### src/rtl/gshare_btb_predictor_pkg.sv
// Shared definitions for the gshare/BTB branch predictor: 2-bit counter
// encodings and the saturating counter update.
package bp_pkg;

    localparam logic [1:0] CNT_SNT  = 2'b00;
    localparam logic [1:0] CNT_WNT  = 2'b01;
    localparam logic [1:0] CNT_WT   = 2'b10;
    localparam logic [1:0] CNT_ST   = 2'b11;
    localparam logic [1:0] CNT_INIT = CNT_WNT;

    function automatic logic [1:0] sat_update(input logic [1:0] cnt, input logic taken);
        logic [1:0] nxt;
        nxt = cnt;
        if (taken) begin
            if (cnt != CNT_ST) nxt = cnt + 2'b01;
        end else begin
            if (cnt != CNT_SNT) nxt = cnt - 2'b01;
        end
        return nxt;
    endfunction

endpackage

### src/rtl/gshare_btb_predictor_if.sv
// Pipeline-facing bundle of the branch predictor: fetch lookup, decode
// allocation and exec-stage counter update.
interface gshare_btb_predictor_if #(
    parameter int ADDR_W    = 32,
    parameter int ENTRIES   = 4,
    parameter int HIST_BITS = 4,
    parameter int IDX_W     = $clog2(ENTRIES)
);
    // No backpressure anywhere: d_is_branch and x_update are single-cycle
    // qualifiers that the predictor always accepts on the edge they are seen.
    logic [ADDR_W-1:0]    f_pc;
    logic [ADDR_W-1:0]    f_predict_addr;
    logic                 f_predict_valid;
    logic [ADDR_W-1:0]    d_pc;
    logic                 d_is_branch;
    logic [ADDR_W-1:0]    d_target_addr;
    logic [IDX_W-1:0]     d_entry;
    logic [HIST_BITS-1:0] d_hist;
    logic                 x_update;
    logic [IDX_W-1:0]     x_entry;
    logic [HIST_BITS-1:0] x_hist;
    logic                 x_taken;

    modport master (
        output f_pc, d_pc, d_is_branch, d_target_addr,
               x_update, x_entry, x_hist, x_taken,
        input  f_predict_addr, f_predict_valid, d_entry, d_hist
    );

    modport slave (
        input  f_pc, d_pc, d_is_branch, d_target_addr,
               x_update, x_entry, x_hist, x_taken,
        output f_predict_addr, f_predict_valid, d_entry, d_hist
    );
endinterface

### src/rtl/gshare_btb_predictor_pht.sv
// Per-entry pattern history tables of 2-bit saturating counters, indexed by
// (entry, global history). Clearing an entry overrides a same-cycle update.
module pattern_history_table
    import bp_pkg::*;
#(
    parameter int ENTRIES   = 4,
    parameter int HIST_BITS = 4,
    parameter int IDX_W     = $clog2(ENTRIES)
) (
    input  logic                 clk,
    input  logic                 reset,
    input  logic [IDX_W-1:0]     i_rd_entry,
    input  logic [HIST_BITS-1:0] i_rd_hist,
    output logic                 o_rd_taken,
    input  logic                 i_upd_en,
    input  logic [IDX_W-1:0]     i_upd_entry,
    input  logic [HIST_BITS-1:0] i_upd_hist,
    input  logic                 i_upd_taken,
    input  logic                 i_clr_en,
    input  logic [IDX_W-1:0]     i_clr_entry
);
    localparam int DEPTH = 1 << HIST_BITS;

    logic [1:0] r_cnt [ENTRIES][DEPTH];

    assign o_rd_taken = r_cnt[i_rd_entry][i_rd_hist][1];

    // The clear is issued after the update so its nonblocking writes win
    // whenever both hit the same entry.
    always_ff @(posedge clk) begin
        if (reset) begin
            for (int e = 0; e < ENTRIES; e++) begin
                for (int h = 0; h < DEPTH; h++) begin
                    r_cnt[e][h] <= CNT_INIT;
                end
            end
        end else begin
            if (i_upd_en) begin
                r_cnt[i_upd_entry][i_upd_hist] <=
                    sat_update(r_cnt[i_upd_entry][i_upd_hist], i_upd_taken);
            end
            if (i_clr_en) begin
                for (int h = 0; h < DEPTH; h++) begin
                    r_cnt[i_clr_entry][h] <= CNT_INIT;
                end
            end
        end
    end

endmodule

### src/rtl/gshare_btb_predictor.sv
// Fully-associative BTB with gshare-style per-entry counters. Fetch lookups
// see state from before any same-cycle decode/exec writes.
module gshare_btb_predictor
    import bp_pkg::*;
#(
    parameter int ADDR_W    = 32,
    parameter int ENTRIES   = 4,
    parameter int HIST_BITS = 4,
    parameter int IDX_W     = $clog2(ENTRIES)
) (
    input logic clk,
    input logic reset,
    gshare_btb_predictor_if.slave bp
);
    logic [ENTRIES-1:0]   r_valid;
    logic [ADDR_W-1:0]    r_tag    [ENTRIES];
    logic [ADDR_W-1:0]    r_target [ENTRIES];
    logic [HIST_BITS-1:0] r_ghr;
    logic [IDX_W-1:0]     r_ptr;
    logic [ADDR_W-1:0]    r_f_addr;
    logic                 r_f_valid;
    logic [IDX_W-1:0]     r_d_entry;
    logic [HIST_BITS-1:0] r_d_hist;

    logic                 w_f_hit;
    logic [IDX_W-1:0]     w_f_idx;
    logic                 w_f_taken;
    logic                 w_d_hit;
    logic [IDX_W-1:0]     w_d_idx;
    logic                 w_alloc;

    always_comb begin
        w_f_hit = 1'b0;
        w_f_idx = '0;
        w_d_hit = 1'b0;
        w_d_idx = '0;
        for (int e = 0; e < ENTRIES; e++) begin
            if (r_valid[e] && (r_tag[e] == bp.f_pc)) begin
                w_f_hit = 1'b1;
                w_f_idx = IDX_W'(e);
            end
            if (r_valid[e] && (r_tag[e] == bp.d_pc)) begin
                w_d_hit = 1'b1;
                w_d_idx = IDX_W'(e);
            end
        end
    end

    assign w_alloc = bp.d_is_branch && !w_d_hit;

    pattern_history_table #(
        .ENTRIES   (ENTRIES),
        .HIST_BITS (HIST_BITS),
        .IDX_W     (IDX_W)
    ) u_pht (
        .clk         (clk),
        .reset       (reset),
        .i_rd_entry  (w_f_idx),
        .i_rd_hist   (r_ghr),
        .o_rd_taken  (w_f_taken),
        .i_upd_en    (bp.x_update),
        .i_upd_entry (bp.x_entry),
        .i_upd_hist  (bp.x_hist),
        .i_upd_taken (bp.x_taken),
        .i_clr_en    (w_alloc),
        .i_clr_entry (r_ptr)
    );

    always_ff @(posedge clk) begin
        if (reset) begin
            r_valid   <= '0;
            for (int e = 0; e < ENTRIES; e++) begin
                r_tag[e]    <= '0;
                r_target[e] <= '0;
            end
            r_ghr     <= '0;
            r_ptr     <= '0;
            r_f_addr  <= '0;
            r_f_valid <= 1'b0;
            r_d_entry <= '0;
            r_d_hist  <= '0;
        end else begin
            // A fetch miss keeps the last predicted address on the output.
            if (w_f_hit) begin
                r_f_addr  <= r_target[w_f_idx];
                r_f_valid <= w_f_taken;
            end else begin
                r_f_valid <= 1'b0;
            end

            if (bp.d_is_branch) begin
                r_d_hist <= r_ghr;
                if (w_d_hit) begin
                    r_d_entry          <= w_d_idx;
                    r_target[w_d_idx]  <= bp.d_target_addr;
                end else begin
                    r_valid[r_ptr]  <= 1'b1;
                    r_tag[r_ptr]    <= bp.d_pc;
                    r_target[r_ptr] <= bp.d_target_addr;
                    r_d_entry       <= r_ptr;
                    r_ptr           <= r_ptr + 1'b1;
                end
            end

            if (bp.x_update) begin
                r_ghr <= {r_ghr[HIST_BITS-2:0], bp.x_taken};
            end
        end
    end

    assign bp.f_predict_addr  = r_f_addr;
    assign bp.f_predict_valid = r_f_valid;
    assign bp.d_entry         = r_d_entry;
    assign bp.d_hist          = r_d_hist;

endmodule

### src/flat_wrapper.sv
// flat-port wrapper written by rule: the top's interface ports become plain ports
module gshare_btb_predictor_flat import bp_pkg::*;
#(
    parameter int ADDR_W    = 32,
    parameter int ENTRIES   = 4,
    parameter int HIST_BITS = 4,
    parameter int IDX_W     = $clog2(ENTRIES)
)
  (clk, reset, bp_f_pc, bp_d_pc, bp_d_is_branch, bp_d_target_addr, bp_x_update, bp_x_entry, bp_x_hist, bp_x_taken, bp_f_predict_addr, bp_f_predict_valid, bp_d_entry, bp_d_hist);
  gshare_btb_predictor_if #(.ADDR_W(ADDR_W), .ENTRIES(ENTRIES), .HIST_BITS(HIST_BITS), .IDX_W(IDX_W)) bp_i ();
  input logic clk;
  input logic reset;
  input wire logic [$bits(bp_i.f_pc)-1:0] bp_f_pc;
  input wire logic [$bits(bp_i.d_pc)-1:0] bp_d_pc;
  input wire logic [$bits(bp_i.d_is_branch)-1:0] bp_d_is_branch;
  input wire logic [$bits(bp_i.d_target_addr)-1:0] bp_d_target_addr;
  input wire logic [$bits(bp_i.x_update)-1:0] bp_x_update;
  input wire logic [$bits(bp_i.x_entry)-1:0] bp_x_entry;
  input wire logic [$bits(bp_i.x_hist)-1:0] bp_x_hist;
  input wire logic [$bits(bp_i.x_taken)-1:0] bp_x_taken;
  output wire logic [$bits(bp_i.f_predict_addr)-1:0] bp_f_predict_addr;
  output wire logic [$bits(bp_i.f_predict_valid)-1:0] bp_f_predict_valid;
  output wire logic [$bits(bp_i.d_entry)-1:0] bp_d_entry;
  output wire logic [$bits(bp_i.d_hist)-1:0] bp_d_hist;
  assign bp_i.f_pc = bp_f_pc;
  assign bp_i.d_pc = bp_d_pc;
  assign bp_i.d_is_branch = bp_d_is_branch;
  assign bp_i.d_target_addr = bp_d_target_addr;
  assign bp_i.x_update = bp_x_update;
  assign bp_i.x_entry = bp_x_entry;
  assign bp_i.x_hist = bp_x_hist;
  assign bp_i.x_taken = bp_x_taken;
  assign bp_f_predict_addr = bp_i.f_predict_addr;
  assign bp_f_predict_valid = bp_i.f_predict_valid;
  assign bp_d_entry = bp_i.d_entry;
  assign bp_d_hist = bp_i.d_hist;
  gshare_btb_predictor #(.ADDR_W(ADDR_W), .ENTRIES(ENTRIES), .HIST_BITS(HIST_BITS), .IDX_W(IDX_W)) u_core (.clk(clk), .reset(reset), .bp(bp_i));
endmodule
### config.mk
export PLATFORM = sky130hd
export DESIGN_NAME = gshare_btb_predictor_flat
export DESIGN_NICKNAME = d
export VERILOG_FILES = /design/src/rtl/gshare_btb_predictor_pkg.sv /design/src/rtl/gshare_btb_predictor_if.sv /design/src/rtl/gshare_btb_predictor_pht.sv /design/src/rtl/gshare_btb_predictor.sv /design/src/flat_wrapper.sv
export SDC_FILE = /design/constraint.sdc
export NUM_CORES = 1
export LEC_CHECK = 0
export CAP_MARGIN = 20
export CORE_ASPECT_RATIO = 0.5
export CORE_MARGIN = 5
export CORE_UTILIZATION = 50
export DETAILED_ROUTE_END_ITERATION = 16
export PLACE_DENSITY = 0.65
export SLEW_MARGIN = 5
export SYNTH_ARGS = -nofsm -noshare
export SYNTH_HDL_FRONTEND = slang
export SYNTH_SLANG_ARGS = --single-unit
### constraint.sdc
create_clock -name clk -period 5.2 [get_ports clk]
set_clock_uncertainty 0.1 [all_clocks]
set_input_delay 1.04 -clock clk [delete_from_list [all_inputs] [get_ports clk]]
set_output_delay 1.04 -clock clk [all_outputs]
set_load 0.02 [all_outputs]
---- Yosys cells after proc, flatten, opt, wreduce, memory -nomap -nowiden ----
Memories as Yosys holds them, arrays and structs flattened. A register that Yosys moved wholly into a read port is not among the register bits.
Index checks and enable logic that the tools add are counted.
word-level totals
  register bits ........................... 17
  memory bits (writable) .................. 384
  bits of input ports ..................... 107
  output and inout bits ................... 39
  memories ................................ 3
memory list
  memory              words  bits a word  read ports  clocked after memory_dff  wr ports  RTL line                        source
  u_core.r_tag        4      32           4           0                         4         gshare_btb_predictor.sv:16      logic [ADDR_W-1:0] r_tag [ENTRIES];
  u_core.r_target     4      32           1           1                         4         gshare_btb_predictor.sv:17      logic [ADDR_W-1:0] r_target [ENTRIES];
  u_core.u_pht.r_cnt  4      32           2           0                         4         gshare_btb_predictor_pht.sv:24  logic [1:0] r_cnt [ENTRIES][DEPTH];
cells by class
  $add $sub $neg .......................... 3
  $lt $le $gt $ge ......................... 5
  equal/unequal tests ..................... 9
  mux-type cells .......................... 61
  bitwise operators ....................... 5
  reduce and logical (&&, ||, !) cells .... 20
operators with widths
  operator                                                                              count
  32-bit == test                                                                        8
  32-bit 2-to-1 mux                                                                     7
  32-bit OR reduction                                                                   5
  2-bit 2-to-1 mux                                                                      20
  1-bit 2-to-1 mux                                                                      30
  2-bit binary-select mux with 4-bit select                                             2
  1-bit logical AND                                                                     11
  5-bit greater-or-equal comparator (second input constant)                             2
  4-bit inverter with 5-bit output                                                      2
  2-bit demux with 4-bit select                                                         1
  5-bit by 1-bit less-than comparator with 1-bit output (second input constant)         1
  2-bit by 1-bit adder with 2-bit output (second input constant)                        2
  4-bit OR                                                                              1
  2-bit by 3-bit less-than comparator with 1-bit output (second input constant)         1
  1-bit demux with 2-bit select                                                         1
  2-bit by 1-bit greater-or-equal comparator with 1-bit output (second input constant)  1
  2-bit inequality test (second input constant)                                         1
  1-bit inverter                                                                        2
  2-bit AND reduction                                                                   1
  2-bit nonzero test                                                                    1
  2-bit OR reduction                                                                    1
  2-bit by 1-bit subtractor with 2-bit output (second input constant)                   1
  1-bit zero test                                                                       1

---- Depth between registers and ports, before layout ----
An unclocked memory read counts as a cell.
  word-level depth ........................ 14
  mapped depth ............................ 12
  mapped depth without buffers ............ 9

---- Hierarchy ----
Synthesis repeated with hierarchy kept, for this count alone.
unflattened totals
  cells, all modules ...................... 2166
  area, all modules ....................... 22769.3 um2
modules (own cells, without submodules)
  module                 instances  cells an instance  area each (um2)
  gshare_btb_predictor   1          1349               15457.3
  pattern_history_table  1          817                7312.0

---- Worst setup path after synthesis ----
No wires, ideal clock.
  path kind ............................... input to register
  start point ............................. input bp_d_pc[2]
  end point ............................... memory u_core.r_target[3][0] (enable)
  arrival time ............................ 3.886 ns
  data required time ...................... 4.679 ns
  path slack .............................. 0.793 ns
  cell stages on the path ................. 10
  buffers on the path ..................... 1
  path through ............................ clkbuf_1 > xnor2_1 > nand4_1 > nor4_1 > nand4_1 > a21boi_0 > o21ai_0 > and2_1 > nor2_1 > nor2_1
RTL lines
  element             RTL line                    source
  start: declaration  flat_wrapper.sv:14          input wire logic [$bits(bp_i.d_pc)-1:0] bp_d_pc;
  end: declaration    gshare_btb_predictor.sv:17

---- Worst setup path in the final report ----
  start point ............................. input bp_f_pc[18]
  end point ............................... register u_core.r_f_addr[26] (netlist: u_core.bp.f_predict_addr[26]), read port of u_core.r_target
between the ends
  cells in the longest elaborated chain, start to end .. 6
  elaborated cells between the ends (all ways) .. 15
  those cells by class .................... 4 x eq/ne; 7 x mux; 4 x reduce/logical
RTL lines
  element                        RTL line                    source
  start: declaration             flat_wrapper.sv:13          input wire logic [$bits(bp_i.f_pc)-1:0] bp_f_pc;
  32-bit == test                 gshare_btb_predictor.sv:38  if (r_valid[e] && (r_tag[e] == bp.f_pc)) begin
  1-bit logical AND              gshare_btb_predictor.sv:38
  1-bit 2-to-1 mux (4 in a row)  gshare_btb_predictor.sv:38
  end: declaration               gshare_btb_predictor.sv:20  logic [ADDR_W-1:0] r_f_addr;
Parallel ways exist; a longest one is shown, timed or not.
A chain may end at the register's enable or synchronous reset.

==> results.cfg <==
[synthesis]
synth_area_mm2 = 0.0225
yosys.area_share.simple_pct = 20.1
synth_compound_area_share_pct = 7.04
synth_top_family_by_area = simple AND/OR/NAND/NOR gates
syn_inst = 2200
seq_area_frac_synth_pct = 50.0
yosys.area_share.adder_pct = 0.273
synth-edff-count = 256
syn-num-nets = 2311
synth-xor-area-share_pct = 9.94
synth-main-ff-cell = edfxtp_1
synth_warnings = 0
avgSynthCellArea_um2 = 10.2
synth_async_sr_flop_share_pct = 0
synthMuxAreaShare_pct = 8.86
yosys.cell_types.count = 59
synth_seq_cells = 433

[sta]
min_period_ns = 4.17
setup_tns_ns = 0
finalSetupViolCount = 0
finalCritPeriodShare_pct = 80.1
max_freq_ghz = 0.240
slew_headroom_pct = 29.0
setup_slack_ns = 1.03
drv_slew = 0
worstMarginPinSlew_ns = 1.07
finalHoldViolations = 0
rsz0062_at_grt = no
whs_ns = 0.382

[setup_path]
required_ns = 5.57
worstPathArrival_ns = 4.54
worstPathMaxFanout = 32
critPathCaptureType = register
cp-start-kind = input port
timing.rr.end = u_core.bp.f_predict_addr[26]
r2r-start = u_core.r_tag[1][18]
r2r_cells = 10
crit_type = input port to register
r2r_setup_slack_ns = 1.63

[worst_hold_path]
whs_endpoint = u_core.u_pht.r_cnt[0][16]
hp-class = register to register
hold_path_startpoint = u_core.u_pht.r_cnt[0][16]
holdPathStages = 2

[floorplanning]
die_area_mm2 = 0.0495
rows = 54
core_mm2 = 0.0440
ios = 146
die_h_um = 160
initial_core_util_pct = 51.1
dieWidth_um = 310

[clock_tree]
htreeDepth = 2
ctsHoldBuffers = 0
cts.sinks = 433
clockBufferDepth = 3
cts_root_buf = clkbuf_16
cts_tree = yes
cts_resized = 0
cts_buffers = 41
clk_pin_slew_ns = 0.07
clock_latency_ns = 0.57
post-cts-setup-buffers = 0

[place]
hpwl_um = 47500
pre_cts_slack_ns = 0.502
portBuffers = 145
gp_congestion = 1.07

[routing]
postRouteWirelength_um = 68500
drt_iter0_drc = 1774
ant_nets = 0
vias_per_cell = 5.86
drc = 0
first_pass_iters = 6
wl_per_cell_um = 23.7
num_vias = 17000

[final_layout]
drive_above_1_share_pct = 9.71
layout_common_cells = nor2_1 (293), edfxtp_1 (256), nand2_1 (189)
seq_area_mm2 = 0.0112
layout_commonest_cell = nor2_1
n_fill_cell = 3768
nets = 2387
final_util_pct = 58.8
multi_input_comb_area_mm2 = 0.0104
syn_to_final_growth_pct = 15.1
diodes = 0

[global_route]
grt_start_max_net_pins = 88
grt_antenna_before_repair = 0
grt_overflow = 0
grt_usage_pct = 27.1
grt_pass1_vias = 16400
grt_pass1_wl_um = 104000

[pwr]
p_int_uw = 5730
combinationalPowerShare_pct = 11.6
power_frac_seq_pct = 49.8
clock_power_share_pct = 38.6
switchingPower_uw = 2040
power_uw = 7770
power_density_mw_per_mm2 = 300
vdd_drop_max_mv = 0.197
p_leak_uw = 0.00912
sw_frac_of_total_pct = 26.3

[run]
cap_violations = 0

[status]
status = finished, final reports clean
[worst max-delay path, stage by stage]
cell	delay [ns]
clkdlybuf4s50_1	0.64
xor2_1	0.16
nor4_1	0.62
nand4_1	0.26
nor3_2	0.34
buf_12	0.30
buf_4	0.35
mux2i_1	0.12
a211oi_1	0.31
a21oi_1	0.08
a211oi_1	0.26
[kinds of logic after synthesis]
| kind of cell | after synthesis |
|---|---|
| simple gates | 909 |
| flops | 433 |
| xor+xnor | 255 |
| compound gates | 244 |
| buf+inv | 212 |
| mux | 142 |
| fa+ha+maj | 5 |
[worst max-delay path by stage]
stage	start	end	cells past startpoint
after floorplan	bp_d_pc[2]	u_core.r_target[3][0]	10
after global placement	bp_d_pc[27]	u_core.r_target[0][9]	11
after detailed placement	bp_d_pc[27]	u_core.r_tag[3][20]	9
after CTS	bp_d_pc[27]	u_core.r_tag[3][13]	9
after global routing	bp_d_pc[27]	u_core.r_target[1][26]	12
final	bp_f_pc[18]	u_core.bp.f_predict_addr[26]	11
[sequential cells by signal, summed over array words and instances (netlist names)]
signal,count
u_core.bp.d_hist,4
u_core.r_ptr,2
u_core.r_ghr,4
u_core.bp.f_predict_valid,1
u_core.bp.d_entry,2
u_core.r_target,128
u_core.bp.f_predict_addr,32
u_core.u_pht.r_cnt,128
u_core.r_valid,4
u_core.r_tag,128
[power groups by stage]
stage          registers, uW  clock network, uW  logic, uW
2_1_floorplan           3920                  0        499
3_3_place_gp            3940                  0        887
3_5_place_dp            3940                  0        884
4_1_cts                 3870               3050        888
5_1_grt                 3880               3180        943
6_report                3870               3000        898
[metal layers]
layer | GRT usage [%] | wire length, um | vias to the layer above
li1 | - | - | 7877
met1 | 38.4 | 30000 | 8292
met2 | 43.1 | 31400 | 653
met3 | 3.86 | 4630 | 135
met4 | 8.95 | 2520 | 0
met5 | 0 | 0 | -
[synth_stat cells (all sizes together) (6+ instances only)]
master	count	area (um^2)
nand2b	15	93.8
a211oi	69	518
a21oi	101	509
edfxtp	256	7690
o21ai	12	60.1
nand3	50	250
nor2b	9	56.3
o31ai	25	188
nand3b	40	300
xnor2	138	1210
nor2	297	1120
clkbuf	120	450
and2	137	857
nor3b	24	180
or2	6	37.5
nand4	46	288
mux2i	57	571
nor3	21	105
nand2	189	709
xor2	117	1020
nor4	49	307
mux2	44	495
dfxtp	177	3540
mux4	41	923
and3	6	37.5
inv	48	180
buf	44	229
[cell type report]
class,count,area share (%)
multi-input cells,1555,40.4
inverters,48,0.697
clock inverters,18,0.668
clock buffers,57,4.36
flip-flops and latches,433,43.4
repair buffers,197,7.62
well taps,588,2.85
[metrics by stage]
step / instances / instance area (um^2)
floorplan: 2200 / 22500
global placement: 2821 / 24600
detailed placement: 2821 / 24600
CTS: 2896 / 25900
global route: 2896 / 25900
finish: 2896 / 25900
Note: power is estimated with default switching activity, not from simulation.
